File: src/rtl/wf68k30l_data_wr_seq.sv
// wf68k30l_data_wr_seq: write-side bus sequencer with dynamic bus sizing.
// Takes one operand write request and splits it into as many bus write cycles
// as the addressed port needs. WR_RDY pulses once when the whole operand is written.
// WR_BERR pulses once when the write is aborted.
// Optional feature macro: WF68K30L_WR_BERR_RETRY_EN. When it is defined, the
// first bus error of an operand re-runs the failing bus cycle once.
module wf68k30l_data_wr_seq #(
    parameter int ADR_W   = 32,
    parameter int MAX_CYC = 4
) (
    input  logic             CLK,
    input  logic             RESET_n,
    input  logic             WR_REQ,
    input  logic [ADR_W-1:0] WR_ADR,
    input  logic [1:0]       WR_SIZE,
    input  logic [31:0]      WR_DATA,
    input  logic [2:0]       WR_FC,
    output logic             WR_RDY,
    output logic             WR_BERR,
    output logic             BUS_REQ,
    output logic [ADR_W-1:0] BUS_ADR,
    output logic [1:0]       BUS_SIZE,
    output logic [31:0]      BUS_DATA,
    output logic [2:0]       BUS_FC,
    input  logic             BUS_ACK,
    input  logic [1:0]       BUS_PORT,
    input  logic             BUS_BERR
);

    localparam int CNT_W = $clog2(MAX_CYC + 1);

    typedef enum logic [1:0] {
        S_IDLE  = 2'd0,
        S_CYCLE = 2'd1,
        S_DONE  = 2'd2,
        S_FAULT = 2'd3
    } state_t;

    state_t           state_q, state_d;
    logic             gap_q, gap_d;        // one idle cycle between bus cycles
    logic [ADR_W-1:0] adr_q, adr_d;
    logic [2:0]       n_q, n_d;            // bytes still to be written, 0..4
    logic [31:0]      data_q, data_d;      // remaining bytes, left-justified
    logic [2:0]       fc_q, fc_d;
    logic [CNT_W-1:0] cnt_q, cnt_d;        // bus cycles completed for this operand
`ifdef WF68K30L_WR_BERR_RETRY_EN
    logic             retry_q, retry_d;    // one retry already spent on this operand
`endif

    logic [2:0]       n_load;              // byte count of the incoming operand
    logic [2:0]       lim;                 // bytes the port can take at this address
    logic [2:0]       k;                   // bytes moved by the acknowledged cycle

    // Operand size to byte count; the reserved encoding behaves as long.
    function automatic logic [2:0] size_to_n(input logic [1:0] size);
        case (size)
            2'b01:   return 3'd1;
            2'b10:   return 3'd2;
            default: return 3'd4;
        endcase
    endfunction

    assign n_load = size_to_n(WR_SIZE);

    // Bytes accepted by the responding port: limited by port width, alignment and N.
    // NOTE: every variable written in a combinational block gets a default first, so no latch is inferred.
    always_comb begin
        lim = 3'd4 - {1'b0, adr_q[1:0]};
        case (BUS_PORT)
            2'b01:   lim = 3'd1;
            2'b10:   lim = adr_q[0] ? 3'd1 : 3'd2;
            default: ;
        endcase
        k = (n_q < lim) ? n_q : lim;
    end

    // Next-state and register-update logic of the sequencer.
    always_comb begin
        state_d = state_q;
        gap_d   = gap_q;
        adr_d   = adr_q;
        n_d     = n_q;
        data_d  = data_q;
        fc_d    = fc_q;
        cnt_d   = cnt_q;
`ifdef WF68K30L_WR_BERR_RETRY_EN
        retry_d = retry_q;
`endif
        case (state_q)
            S_IDLE: begin
                if (WR_REQ) begin
                    adr_d   = WR_ADR;
                    fc_d    = WR_FC;
                    n_d     = n_load;
                    data_d  = WR_DATA << {3'd4 - n_load, 3'b000};
                    cnt_d   = '0;
                    gap_d   = 1'b0;
                    state_d = S_CYCLE;
                end
            end
            S_CYCLE: begin
                if (gap_q) begin
                    gap_d = 1'b0;
                end else if (BUS_BERR) begin
`ifdef WF68K30L_WR_BERR_RETRY_EN
                    if (!retry_q) begin
                        retry_d = 1'b1;
                        gap_d   = 1'b1;
                    end else begin
                        state_d = S_FAULT;
                    end
`else
                    state_d = S_FAULT;
`endif
                end else if (BUS_ACK) begin
                    adr_d  = adr_q + ADR_W'(k);
                    n_d    = n_q - k;
                    data_d = data_q << {k, 3'b000};
                    cnt_d  = cnt_q + 1'b1;
                    if (n_q == k) begin
                        state_d = S_DONE;
                    end else if (cnt_d == CNT_W'(MAX_CYC)) begin
                        state_d = S_FAULT;
                    end else begin
                        gap_d = 1'b1;
                    end
                end
            end
            S_DONE: begin
                state_d = S_IDLE;
`ifdef WF68K30L_WR_BERR_RETRY_EN
                retry_d = 1'b0;
`endif
            end
            S_FAULT: begin
                // Unwritten bytes are dropped.
                n_d     = '0;
                data_d  = '0;
                state_d = S_IDLE;
`ifdef WF68K30L_WR_BERR_RETRY_EN
                retry_d = 1'b0;
`endif
            end
            default: state_d = S_IDLE;
        endcase
    end

    // State and operand registers; reset abandons any cycle in flight.
    // NOTE: sequential state uses non-blocking assignments so every register samples pre-edge values.
    always_ff @(posedge CLK or negedge RESET_n) begin
        if (!RESET_n) begin
            state_q <= S_IDLE;
            gap_q   <= 1'b0;
            adr_q   <= '0;
            n_q     <= '0;
            data_q  <= '0;
            fc_q    <= '0;
            cnt_q   <= '0;
`ifdef WF68K30L_WR_BERR_RETRY_EN
            retry_q <= 1'b0;
`endif
        end else begin
            state_q <= state_d;
            gap_q   <= gap_d;
            adr_q   <= adr_d;
            n_q     <= n_d;
            data_q  <= data_d;
            fc_q    <= fc_d;
            cnt_q   <= cnt_d;
`ifdef WF68K30L_WR_BERR_RETRY_EN
            retry_q <= retry_d;
`endif
        end
    end

    // Outputs come from state and registers. Reset drops BUS_REQ without waiting for a clock edge.
    assign BUS_REQ  = (state_q == S_CYCLE) && !gap_q;
    assign WR_RDY   = (state_q == S_DONE);
    assign WR_BERR  = (state_q == S_FAULT);
    assign BUS_ADR  = adr_q;
    assign BUS_SIZE = n_q[1:0];
    assign BUS_DATA = data_q;
    assign BUS_FC   = fc_q;

endmodule

File: config.mk
export PLATFORM = sky130hd
export DESIGN_NAME = wf68k30l_data_wr_seq
export DESIGN_NICKNAME = d
export VERILOG_FILES = /design/src/rtl/wf68k30l_data_wr_seq.sv
export SDC_FILE = /design/constraint.sdc
export NUM_CORES = 1
export LEC_CHECK = 0
export CAP_MARGIN = 20
export CORE_ASPECT_RATIO = 1.5
export CORE_MARGIN = 4
export CORE_UTILIZATION = 53
export CTS_CLUSTER_DIAMETER = 150
export DETAILED_ROUTE_END_ITERATION = 10
export PLACE_DENSITY = 0.95
export SLEW_MARGIN = 25
export SYNTH_ARGS = -nofsm -noshare
export SYNTH_HDL_FRONTEND = slang
export SYNTH_SLANG_ARGS = --single-unit
File: constraint.sdc
create_clock -name CLK -period 6.8 [get_ports CLK]
set_clock_uncertainty 0.2 [all_clocks]
set_input_delay 1.36 -clock CLK [delete_from_list [all_inputs] [get_ports CLK]]
set_output_delay 1.36 -clock CLK [all_outputs]
set_load 0.01 [all_outputs]
==> impl_metrics.tcl <==
set metrics [dict create \
    outcome "finished, final reports clean" \
    finalNonFillerCells 848 \
    yosysMostFrequentCell "dfrtp_1" \
    yosysUniqueCellTypes 62 \
    grt_max_degree 77 \
    final_core_util_pct 72.5 \
    synth.yosys.seq_area_share_pct 36.6 \
    fin_crit_ns 5.87 \
    dieArea_sq_um 11500 \
    cp-end-kind "flip-flop" \
    synthXorXnorAreaFrac_pct 0.337 \
    cts_buffer_depth 2 \
    cpPeakStageDelay_ns 0.48 \
    design_area_sq_um 6990 \
    leakagePower_nw 2.85 \
    synth_nets 698 \
    yosys.area_share.adder_pct 4.38 \
    hold_slack_ns 0.295 \
    holdCritPathClass "flip-flop to flip-flop" \
    synth-seq-cells 76 \
    num_antenna_cells 0 \
    synth_mux_area_share_pct 6.11 \
    yosysWarnings 0 \
    area.growth.synth_to_final_pct 34.3 \
    crit_path_max_fanout 32 \
    gp_congestion 1.01 \
    routed_wl_um 18400 \
    fillers 715 \
    insertion_delay_ns 0.34 \
    finalNetCount 821 \
    timing.fmax_ghz 0.170 \
    grt_pass1_wl_um 28800 \
    syn_area_sq_um 5200 \
    rows 44 \
    ctsHoldBuffers 0 \
    worst_setup_path_start_kind "primary input" \
    core_area_sq_um 9630 \
    synthArstFlopShare_pct 100 \
    cp.arrival_ns 5.88 \
    cts.repair.resized 0 \
    cts_buffers 9 \
    finalHoldViolCount 0 \
    pin_count 148 \
    synth_area_leaders "dfrtp_1 (37%), a21oi_1 (6.3%), nand2_1 (4.9%), mux2i_1 (4.8%), nor2_1 (3.8%)" \
    ir_drop_uv 268 \
    synth_top_area_share_pct 36.6 \
    required_ns 6.81 \
    worst_slew_pin_slew_ns 0.843 \
    power.density_nw_per_um2 476 \
    clk_pin_slew_ns 0.06 \
    gr-total-overflow 0 \
    crit_chain "clkdlybuf4s50_1, inv_1, ha_1, nand2_1, ha_1, a21oi_1, o21a_1, o21ai_2, buf_4, and2_4, inv_4, ha_1, inv_1, fa_1, nand2b_1, a211o_1, nor3_1, nand3_1, mux2i_1, a21oi_1" \
    fin_tns_setup_ns 0 \
    drtIter0Drc 462 \
    final_antenna_net_count 0 \
    port_buffers 147 \
    drive_above_1_share_pct 6.41 \
    die_y_um 129 \
    cts-root-buf "clkbuf_16" \
    synth_top_family_by_area "compound AO/OA/AOI/OAI gates" \
    dp.cells 832 \
    antenna_found_initial 0 \
    die_width_um 88.9 \
    track_usage_pct 32.4 \
    ys.flop_type "dfrtp_1" \
    initial_core_util_pct 54.0 \
    drc_errors 0 \
    post_cts_buffers 0 \
    setup_viol 0 \
    grt_pass1_vias 5757 \
    critPathMostFrequentCell "ha_1" \
    max_cap_viol_count 0 \
    syn_avg_cell_area_sq_um 8.60 \
    vias 5702 \
    relSlewSlack_pct 43.8 \
    maxSlewViolCount 0 \
    criticalPathCategory "primary input to flip-flop" \
    period_share_pct 86.3 \
    synth_commonest_cells "dfrtp_1 (76), nand2_1 (68), a21oi_1 (66), nor2_1 (52), o21ai_0 (30)" \
    yosys.area_share.simple_pct 18.5 \
    cp_slowest_cell "clkdlybuf4s50_1" \
    synth_edf_count 0 \
    cts_sinks 76 \
    synth_largest_area_cell "dfrtp_1" \
    place_hpwl_um 13300 \
    synth_cells 605 \
    synth_compound_area_share_pct 28.9 \
    place_area_sq_um 6670 \
    viasPerCell 6.72 \
    htree_levels 3 \
    rsz0062_at_grt "false" \
    firstDrtPassIters 6 \
    avgRoutedWirePerCell_um 21.7 \
    cts_tree "built" \
]
[final timing paths]
path / slack (ns) / cells after the start / endpoint / start
setup / recovery: 0.93 / 20 / BUS_ADR[18] / BUS_PORT[0]
hold / removal: 0.30 / 2 / BUS_FC[0] / BUS_FC[0]
setup reg to reg: 2.25 / 19 / BUS_ADR[18] / BUS_ADR[1]
hold reg to reg: 0.30 / 2 / BUS_FC[0] / BUS_FC[0]
max in group asynchronous: 5.06 / 1 / BUS_DATA[16] / RESET_n
min in group asynchronous: 0.84 / 1 / BUS_DATA[2] / RESET_n
[layer usage]
metal,up-vias,global-route usage [%],wire [um],share of wire [%]
met2,448,53.0,8830,48
met5,-,0,0,0
li1,2516,-,-,-
met3,95,6.68,1830,10
met1,2643,37.3,6400,35
met4,0,22.4,1350,7.3
[report_power, final]
part	leakage, nW	switching, mW	total (mW)	internal [mW]
clock	0.159	0.191	0.521	0.330
sequential	0.936	0.272	0.928	0.656
combinational	1.75	1.05	1.88	0.832
total	2.85	1.51	3.33	1.82
[registers in the layout, summed over array words and instances, names as in the netlist]
name	cells
BUS_ADR	32
BUS_DATA	32
BUS_FC	3
cnt_q	3
n_q	3
state_q	2
gap_q	1
[critical path, delay by kind of cell]
| family | cells | cell delay, ns |
|---|---|---|
| AOI/OAI and AO/OA | 5 | 0.83 |
| adders and majority gates | 4 | 1.41 |
| buffers and inverters | 5 | 1.00 |
| muxes | 1 | 0.17 |
| and+or+nand+nor | 5 | 1.08 |
[kinds of logic after synthesis]
logic type                 after synthesis
DFF                                     76
AOI/OAI and AO/OA                      229
muxes                                   31
buffers and inverters                   59
adders and majority gates               17
xor gates and xnor gates                 2
and+or+nand+nor                        191
[stage by stage]
stage	power (mW)	setup slack, ns
6_report	3.33	0.929
3_3_place_gp	2.70	0.922
2_1_floorplan	2.01	1.76
4_1_cts	3.30	1.03
3_5_place_dp	2.76	0.685
5_1_grt	3.53	0.694
[placed cells by master, fill, tap and decap left out, types with 15 or more instances in the layout]
cell	count
mux2i_1	25
nor2_1	52
ha_1	15
clkdlybuf4s50_1	146
o21ai_0	30
a31oi_1	23
dfrtp_1	76
nand2_1	68
a21oi_1	65
o22ai_1	24
[layout make-up]
class                           count  area, sq um  share of cell area [%]
Multi-Input combinational cell    470         3030                    43.3
Sequential cell                    76         1900                    27.2
Timing Repair Buffer              155         1530                    21.9
Clock buffer                       11          243                    3.47
Tap cell                          115          144                    2.06
Clock inverter                      5         75.1                    1.07
Inverter                           16         62.6                   0.895
Note: power is estimated with default switching activity, not from simulation.
